File: src/rtl/prng_pkg.sv
// Shared PRNG definitions: sequencer state encoding and default LCG constants.
package prng_pkg;

    localparam int PRNG_WIDTH     = 8;
    localparam int LCG_MUL        = 5;
    localparam int LCG_INC        = 3;
    localparam int LCG_MIN_LAT    = 2;
    localparam int LCG_CNT_WIDTH  = 16;

    typedef enum logic [2:0] {
        IDLE = 3'd0,
        REQ  = 3'd1,
        ADD  = 3'd2,
        HOLD = 3'd3,
        GAP  = 3'd4
    } seq_state_t;

endpackage

File: src/rtl/lcg_sequencer.sv
// LCG controller x' = (MUL_CONST*x + INC_CONST) mod 2^WIDTH using an external multiplier.
// One word in flight; the next product is requested only after the current word is accepted.
module lcg_sequencer
    import prng_pkg::*;
#(
    parameter int WIDTH       = PRNG_WIDTH,
    parameter int MUL_CONST   = LCG_MUL,
    parameter int INC_CONST   = LCG_INC,
    parameter int MUL_MIN_LAT = LCG_MIN_LAT,
    parameter int CNT_WIDTH   = LCG_CNT_WIDTH
) (
    input  logic                  clk,
    input  logic                  rst,
    input  logic                  seed_load,
    input  logic [WIDTH-1:0]      seed_value,
    output logic [WIDTH-1:0]      mul_a,
    output logic [WIDTH-1:0]      mul_b,
    output logic                  mul_en,
    input  logic                  mul_done,
    input  logic [2*WIDTH-1:0]    mul_result,
    output logic [WIDTH-1:0]      rnd_data,
    output logic                  rnd_valid,
    input  logic                  rnd_ready,
    output logic [CNT_WIDTH-1:0]  rnd_count
);

    localparam int LW = (MUL_MIN_LAT > 0) ? $clog2(MUL_MIN_LAT + 1) : 1;
    localparam logic [LW-1:0]    LAT_SAT = LW'(MUL_MIN_LAT);
    localparam logic [WIDTH-1:0] MUL_B   = WIDTH'(MUL_CONST);
    localparam logic [WIDTH-1:0] INC_W   = WIDTH'(INC_CONST);

    seq_state_t        state;
    logic [WIDTH-1:0]  x;
    logic [WIDTH-1:0]  p;
    logic [WIDTH-1:0]  next_x;
    logic [LW-1:0]     lat_cnt;
    logic              mul_en_q;
    logic              unused_hi;

    assign next_x    = p + INC_W;
    assign mul_a     = x;
    assign mul_b     = MUL_B;
    // reset pulls the enable down in the same cycle rather than at the next edge
    assign mul_en    = mul_en_q & ~rst;
    assign unused_hi = ^mul_result[2*WIDTH-1:WIDTH];

    always_ff @(posedge clk) begin
        if (rst) begin
            state     <= IDLE;
            x         <= '0;
            p         <= '0;
            lat_cnt   <= '0;
            mul_en_q  <= 1'b0;
            rnd_data  <= '0;
            rnd_valid <= 1'b0;
            rnd_count <= '0;
        end else if (seed_load) begin
            x         <= seed_value;
            lat_cnt   <= '0;
            mul_en_q  <= 1'b0;
            rnd_valid <= 1'b0;
            rnd_count <= '0;
            state     <= GAP;
        end else begin
            case (state)
                IDLE: begin
                    mul_en_q  <= 1'b0;
                    rnd_valid <= 1'b0;
                end
                GAP: begin
                    mul_en_q <= 1'b1;
                    lat_cnt  <= '0;
                    state    <= REQ;
                end
                REQ: begin
                    // a done seen before the latency floor may be left over from a previous product
                    if ((lat_cnt >= LAT_SAT) && mul_done) begin
                        p        <= mul_result[WIDTH-1:0];
                        mul_en_q <= 1'b0;
                        state    <= ADD;
                    end else if (lat_cnt < LAT_SAT) begin
                        lat_cnt <= lat_cnt + LW'(1);
                    end
                end
                ADD: begin
                    x         <= next_x;
                    rnd_data  <= next_x;
                    rnd_valid <= 1'b1;
                    state     <= HOLD;
                end
                HOLD: begin
                    if (rnd_ready) begin
                        rnd_valid <= 1'b0;
                        rnd_count <= rnd_count + CNT_WIDTH'(1);
                        state     <= GAP;
                    end
                end
                default: begin
                    mul_en_q  <= 1'b0;
                    rnd_valid <= 1'b0;
                    state     <= IDLE;
                end
            endcase
        end
    end

endmodule
File: config.mk
export PLATFORM = sky130hd
export DESIGN_NAME = lcg_sequencer
export DESIGN_NICKNAME = d
export VERILOG_FILES = /design/src/rtl/prng_pkg.sv /design/src/rtl/lcg_sequencer.sv
export SDC_FILE = /design/constraint.sdc
export NUM_CORES = 1
export LEC_CHECK = 0
export CORE_ASPECT_RATIO = 2
export CORE_MARGIN = 3
export CORE_UTILIZATION = 50
export DETAILED_ROUTE_END_ITERATION = 16
export GPL_ROUTABILITY_DRIVEN = 0
export GPL_TIMING_DRIVEN = 0
export PLACE_DENSITY = 0.92
export SLEW_MARGIN = 10
export SYNTH_ARGS = -nofsm -noshare
export SYNTH_HDL_FRONTEND = slang
export SYNTH_SLANG_ARGS = --single-unit
File: constraint.sdc
create_clock -name clk -period 2.6 [get_ports clk]
set_clock_uncertainty 0.1 [all_clocks]
set_input_delay 0.26 -clock clk [delete_from_list [all_inputs] [get_ports clk]]
set_output_delay 0.26 -clock clk [all_outputs]
set_load 0.01 [all_outputs]
# Yosys cells after proc, flatten, opt, wreduce, memory -nomap -nowiden
# Index checks and enable logic that the tools add are counted.
# word_totals
word_cells	59
regBits	47
output_inout_bits	42
inputBits	29
# classes
bitwise	6
eq_ne	11
mux	13
addsub	3
magnitude_cmp	2
reduce_logical	15
# op_table
cell	count
16-bit by 1-bit adder with 16-bit output, second input constant	1
8-bit two-way mux	2
3-bit one-hot mux with 5 select lines	1
3-bit AND reduction	4
2-bit != test, second input constant	5
3-bit two-way mux	3
8-bit by 2-bit adder with 8-bit output, second input constant	1
2-bit AND reduction	4
3-bit by 2-bit == test with 1-bit output, second input constant	2
3-bit != test, second input constant	2
1-bit one-hot mux with 3 select lines	2
2-bit OR reduction	3
1-bit inverter	5
2-bit two-way mux	2
2-bit one-hot mux with 2 select lines	1
2-bit nonzero test	2
3-bit by 1-bit == test with 1-bit output, second input constant	1
3-bit == test, second input constant	1
3-bit logical NOT	1
2-bit by 1-bit adder with 2-bit output, second input constant	1
2-bit greater-or-equal comparator, second input constant	1
2-bit less-than comparator, second input constant	1
1-bit two-way mux	2
1-bit bitwise AND	1
1-bit logical AND	1

# Depth between registers and ports, before layout
# Gate-level depths: netlist of the first run.
# depth
depth_word	5
mapped_depth	6
depth_no_buf	6

# Worst setup path after synthesis of the first run
# OpenSTA, ideal clock, no wires.
# synth_timing
path_kind	reg2reg
from	register state[0]
to	register p[0]
period_less_slack_ns	1.716
setup_slack_ns	0.884
setup_ns	0.128
t_required_ns	2.372
stages_incl_launch_ff	6
path_buffers	1
arrival_ns	1.489
path_cell_list	dfxtp_1 > buf_6 > or3b_4 > nor3_4 > mux2i_1 > nor2_1
# synth_between
elab_chain_cells	2
# synth_rtl
item	line_no	text
start: declaration	lcg_sequencer.sv:32	seq_state_t state;
start signal: assignment	lcg_sequencer.sv:49	state <= IDLE;
start signal: assignment	lcg_sequencer.sv:63	state <= GAP;
start signal: assignment	lcg_sequencer.sv:73	state <= REQ;
3-bit by 1-bit == test with 1-bit output	lcg_sequencer.sv:65	case (state)
3-bit AND reduction (no source line)	--	
end signal: assignment	lcg_sequencer.sv:78	p <= mul_result[WIDTH-1:0];
end: declaration	lcg_sequencer.sv:34	logic [WIDTH-1:0] p;
# No other way between the ends.
# A chain may end at the register's enable or synchronous reset.

# Worst setup path in the final report of the first run
# layout_timing
from	register state[1]
to	register rnd_count[14]
# layout_between
elab_chain_cells	2
# layout_rtl
item	line_no	text
3-bit by 2-bit == test with 1-bit output	lcg_sequencer.sv:65	
2-bit AND reduction (no source line)	--	
end signal: assignment	lcg_sequencer.sv:94	rnd_count <= rnd_count + CNT_WIDTH'(1);
end: declaration	lcg_sequencer.sv:24	output logic [CNT_WIDTH-1:0] rnd_count
# No other way between the ends.

==> results.md, run 1 <==
- Core Footprint: 4210 um^2
- Post-route ant nets: 0
- Detailed placement HPWL: 3.95 mm
- Initial detailed-routing violation count: 46
- Slew Viols, Final: 0
- Root Driver: clkbuf_8
- Yosys top cell by area: dfxtp_1
- Critical path buffer and inverter count: 2
- Class of the worst hold path: in2reg
- Post-route design area: 2940 um^2
- Total power: 1.32 mW
- Postcts setup bufs: 0
- Via count: 2051
- Lkg Pwr: 1.03 nW
- Sinks on Clock Net: 47
- Status: complete, no violations
- # hold bufs at CTS: 0
- Fill cells: 355
- Yosys warnings: 0
- CP top delay family: simple AND/OR/NAND/NOR gates
- Final design utilization: 69.7%
- Uppermost layer routed: met4
- Largest net degree at the start of global routing: 15
- Global-route wire length before repair: 8.36 mm
- Commonest cells after routing, fill and taps aside: 53 x clkdlybuf4s50_1, 47 x dfxtp_1, 38 x nor2_1
- Crit. End Element: register
- Post-Syn Area: 2220 um^2
- Final hold viol count: 0
- FF+latch count, synth: 47
- Routed len/inst: 13.4 um
- Drc violations: 0
- Syn_area_per_cell: 8.58 um^2
- Starting Density: 52.8%
- NetSw: 0.307 mW
- Ant. Diodes: 0
- DRT Pass-1 Iters: 4
- Register area: 941 um^2
- PortBufs: 53
- Area grow syn2layout: 32.1%
- Die Footprint: 5330 um^2
- Synth top area cells: dfxtp_1 42%, nor2_1 6.4%, mux2i_1 4.5%
- Reg clk slew, reported paths: 0.09 ns
- IO Pins: 71
- Critical path's largest stage delay: 0.42 ns
- Yosys top cell area share: 42.3%
- Crit Path Max Fanout: 10
- Max-Cap Viols: 0
- Crit Path Class: reg2reg
- CTS tree: done
- Chip Height: 100 um
- R2r setup slk: 0.66 ns
- Met3 wire length: 277 um
- Max IR drop VDD: 0.000329 V
- Startpoint Class: register
- Layout cells sized above 1: 10.7%
- Worst Path Required: 2.69 ns
- Crit path cell chain: buf_2 > nand4b_1 > buf_2 > nor4_2 > a21oi_1 > a31o_2
- PD cells: 451 nW/um^2
- CP dominant cell by count: buf_2
- Row cnt: 33
- Post-synth ARST share: 0%
- Minimum clock period: 1.94 ns
- Met1 wire length: 1.73 mm
- Tcrit/Tclk final: 74.5%
- Final net count: 357
- Switching Share: 23.2%
- RSZ-0062 raised after global routing: no
- Peak Freq: 0.516 GHz
- Reg power frac: 55.7%
- Routed WL: 5.06 mm
- Worst slew pin tran: 0.556 ns
- Vias in the first global route: 1984
- P_int: 1.02 mW
- Initial antenna violation count: 0
- Worst relative slew slack: 62.6%
- TritonCTS buffer count: 5
- Commonest non-fill, non-tap cell in the layout: clkdlybuf4s50_1
- Combinational share of power: 9.6%
- WL met2: 2.93 mm
- Netlist cell types: 47
- Multi-input logic area: 1140 um^2
- Clk buf depth: 2
- Skew-Pair Late Insertion Delay: 0.29 ns
- Final setup TNS: 0 ns
- Critical path data arrival time: 2.03 ns
- Clock power frac: 34.7%
- Overall routing resource usage: 20.4%
- Top FF cell, synth: dfxtp_1
- Remaining Overflow, GRT: 0
- Final Setup Violations: 0
- Slowest cell on crit path: nor4_2
- Register area share after synthesis: 42.3%
- Dpl cell area: 2840 um^2
- PostCTS Resize Cnt: 0
- Post-Synthesis Cells: 259
- H-tree depth: 2
- Vias per cell: 5.43
- Die W: 53.2 um
- Post-synth EDFFs: 0
==> routing by layer <==
metal / up-vias / global-route usage, %
met5: - / 0
met4: 0 / 8.66
met3: 13 / 3.71
met2: 69 / 38.8
met1: 955 / 20.3
li1: 1014 / -
==> logic make-up after synthesis <==
group,Yosys count,synth area share [%]
compound gates,54,15.0
xor+xnor,15,5.91
fa+ha+maj,3,1.69
buf+inv,31,7.20
flops,47,42.3
mux,11,5.01
other cells,2,0.338
simple gates,96,22.5
==> power by group through the flow <==
| stage | Sequential [mW] | Combinational, mW | Clock, mW |
|---|---|---|---|
| after global routing | 0.738 | 0.140 | 0.499 |
| after CTS | 0.737 | 0.128 | 0.467 |
| final | 0.737 | 0.128 | 0.459 |
| after floorplan | 0.756 | 0.0642 | 0 |
| after global placement | 0.753 | 0.125 | 0 |
| after detailed placement | 0.753 | 0.127 | 0 |
==> final cells by class <==
| type | count | share of cell area [%] |
|---|---|---|
| buffer | 22 | 4.30 |
| clock buffer | 7 | 2.94 |
| tap | 52 | 2.22 |
| clock inverter | 1 | 0.298 |
| sequential | 47 | 32.0 |
| inverter | 9 | 1.15 |
| multi-input combinational | 187 | 39.0 |
| timing repair buffer | 53 | 18.1 |
==> worst register-to-register path, stage by stage (launching register included) <==
cell	delay (ns)
dfxtp_1	0.38
buf_2	0.22
nand4b_1	0.17
buf_2	0.22
nor4_2	0.42
a21oi_1	0.11
a31o_2	0.23
==> registers in the layout, indices dropped and copies added, names as in the netlist <==
register	cells
p	8
mul_a	8
rnd_count	16
mul_en_q	1
lat_cnt	2
rnd_data	8
state	3
rnd_valid	1
==> synth_stat cells (all sizes together), types with 2 or more instances <==
cell    number
dfxtp       47
nor2        39
a21oi       18
nand2       17
buf         15
o21ai       15
xnor2       11
mux2i       10
inv          9
clkbuf       7
nor3         7
a211oi       6
nor4         6
a31o         5
a31oi        4
nand3        4
xor2         4
ha           3
nand4        3
nor3b        3
a211o        2
a41o         2
conb         2
nor4b        2
or2          2
or3b         2
==> metrics by stage <==
stage | hold WS [ns] | setup WS [ns] | std cells
final | 0.366 | 0.663 | 378
after global routing | 0.417 | 0.521 | 378
after CTS | 0.366 | 0.663 | 378
after detailed placement | 0.383 | 0.413 | 370
after global placement | 0.365 | 0.453 | 370
after floorplan | 0.299 | 0.884 | 265
==> path summary, 6_finish.rpt <==
kind                                  from                         end  cells past startpoint
setup reg to reg     state[1]$_SDFFE_PP0P_  rnd_count[14]$_SDFFE_PP0P_                      6
setup / recovery     state[1]$_SDFFE_PP0P_  rnd_count[14]$_SDFFE_PP0P_                      6
hold reg to reg   rnd_data[2]$_SDFFE_PP0P_    rnd_data[2]$_SDFFE_PP0P_                      2
hold / removal                         rst       mul_a[4]$_SDFFE_PP0P_                      3
No activity file was read; power rests on OpenSTA's default activity.
==> run 2: changes to the inputs <==
CORE_UTILIZATION = 42   (was 50)
PLACE_DENSITY = 0.83   (was 0.92)
clock period = 1.7 ns   (was 2.6 ns; I/O delays follow)
==> results.md, run 2 (synthesized netlist as in run 1, its figures left out) <==
- Remaining Overflow, GRT: 0
- Core Footprint: 5000 um^2
- Hold endpoint: mul_a[6]$_SDFFE_PP0P_
- Crit Path Max Fanout: 6
- PD cells: 628 nW/um^2
- RSZ-0062 raised after global routing: yes
- Reg clk slew, reported paths: 0.08 ns
- Pre-CTS WS: -0.371 ns
- Ant. Diodes: 0
- Routed len/inst: 13.7 um
- Detailed placement HPWL: 3.97 mm
- Fin cells: 394
- Root Driver: clkbuf_8
- Hold path depth: 4
- Hold_sp: rst
- Fill cells: 436
- Max IR drop VDD: 0.000541 V
- TritonCTS buffer count: 5
- Crit. End Element: register
- Peak Freq: 0.565 GHz
- Class of the worst hold path: in2reg
- Crit Reg-Reg Endpoint: rnd_count[12]$_SDFFE_PP0P_
- Lkg Pwr: 1.18 nW
- Drc violations: 0
- Layout cells sized above 1: 19.0%
- Initial antenna violation count: 0
- Area grow syn2layout: 42.0%
- Largest reg by FF count: rnd_count
- Max-Cap Viols: 0
- Worst Path Required: 1.79 ns
- Final WS setup: -0.0686 ns
- Final Setup Violations: 4
- Chip Height: 109 um
- Tcrit/Tclk final: 104%
- Startpoint Class: register
- R2r setup slk: -0.07 ns
- Starting Density: 44.5%
- Final net count: 368
- Vias in the first global route: 2070
- Overall routing resource usage: 17.8%
- Max reg flops: 16
- Critical path data arrival time: 1.86 ns
- Cells after DPL: 375
- Skew-Pair Late Insertion Delay: 0.30 ns
- Post-route ant nets: 0
- Initial detailed-routing violation count: 56
- Vias per cell: 5.25
- Commonest non-fill, non-tap cell in the layout: clkdlybuf4s50_1
- CTS tree: done
- Via count: 2068
- Slew Viols, Final: 0
- DRT Pass-1 Iters: 4
- Sinks on Clock Net: 47
- Crit Path Class: reg2reg
- Final hold viol count: 0
- IO Pins: 71
- Commonest cells after routing, fill and taps aside: 53 x clkdlybuf4s50_1, 40 x dfxtp_1, 37 x nor2_1
- Minimum clock period: 1.77 ns
- Die W: 57.4 um
- PortBufs: 53
- Global-route wire length before repair: 8.87 mm
- Violated checks: negative setup slack
- Clk buf depth: 2
- Routed WL: 5.41 mm
- H-tree depth: 2
- Largest net degree at the start of global routing: 14
- Worst r2r path cells: 6
- Worst R2R Start: state[0]$_SDFFE_PP0P_
- Status: finished, violations left
- Row cnt: 36
- Die Footprint: 6260 um^2
## run 2: how the worst max path moves through the flow
| stage | start | to | slack [ns] | depth (start not counted) |
|---|---|---|---|---|
| finish | state[0]$_SDFFE_PP0P_ | rnd_count[12]$_SDFFE_PP0P_ | -0.07 | 6 |
| global route | state[0]$_SDFFE_PP0P_ | rnd_count[12]$_SDFFE_PP0P_ | -0.14 | 6 |
| CTS | lat_cnt[0]$_SDFFE_PP0P_ | lat_cnt[0]$_SDFFE_PP0P_ | 0.0005 | 6 |
| detailed placement | rnd_ready | rnd_count[13]$_SDFFE_PP0P_ | -0.37 | 5 |
| global placement | rnd_ready | rnd_count[10]$_SDFFE_PP0P_ | -0.38 | 6 |
| floorplan | rnd_count[3]$_SDFFE_PP0P_ | rnd_count[13]$_SDFFE_PP0P_ | -0.006 | 4 |
## run 2: routing by layer
metal | track usage, % | vias up | routed length [um]
met1 | 17.9 | 968 | 2010
li1 | - | 1038 | -
met4 | 6.14 | 0 | 91
met2 | 35.1 | 53 | 3120
met3 | 2.84 | 9 | 182
met5 | 0 | - | 0
## run 2: worst max-delay path: stages, from the launching register on
cell      delay [ns]
dfxtp_2         0.34
buf_6           0.11
nand4b_1        0.23
buf_6           0.22
nor4_4          0.33
a21oi_1         0.11
a31o_2          0.22
## run 2: layout make-up
type | count | area, um^2 | share of cell area (%)
Buffer | 21 | 145 | 4.60
Clock inverter | 1 | 5.00 | 0.158
Multi-Input combinational cell | 187 | 1230 | 39.0
Timing Repair Buffer | 65 | 643 | 20.4
Inverter | 9 | 33.8 | 1.07
Sequential cell | 47 | 952 | 30.2
Tap cell | 57 | 71.3 | 2.26
Clock buffer | 7 | 76.3 | 2.42
## run 2: through the flow
stage	util (%)	total power [mW]	instance area, um^2	TNS [ns]	hold slack (ns)
after floorplan	-	1.25	2250	-0.0129	0.209
after global routing	63.2	2.07	3160	-1.16	0.326
after global placement	57.1	1.34	2860	-9.28	0.368
after CTS	61.6	1.99	3080	0	0.273
final	63.2	1.98	3160	-0.182	0.304
after detailed placement	57.1	1.35	2860	-9.70	0.383
## run 2: repair_timing
| action | 4_1_cts | 5_1_grt |
|---|---|---|
| buffers inserted | 8 | 3 |
| hold buffers | 0 | 0 |
| cloned | 0 | 1 |
| pin swaps | 6 | 8 |
| gates resized for setup | 19 | 15 |
| endpoints found under the setup margin | 31 | 37 |
## run 2: power by group
part	switching, mW	internal [mW]
Combinational	0.0920	0.114
Sequential	0.0116	1.12
Clock	0.359	0.289
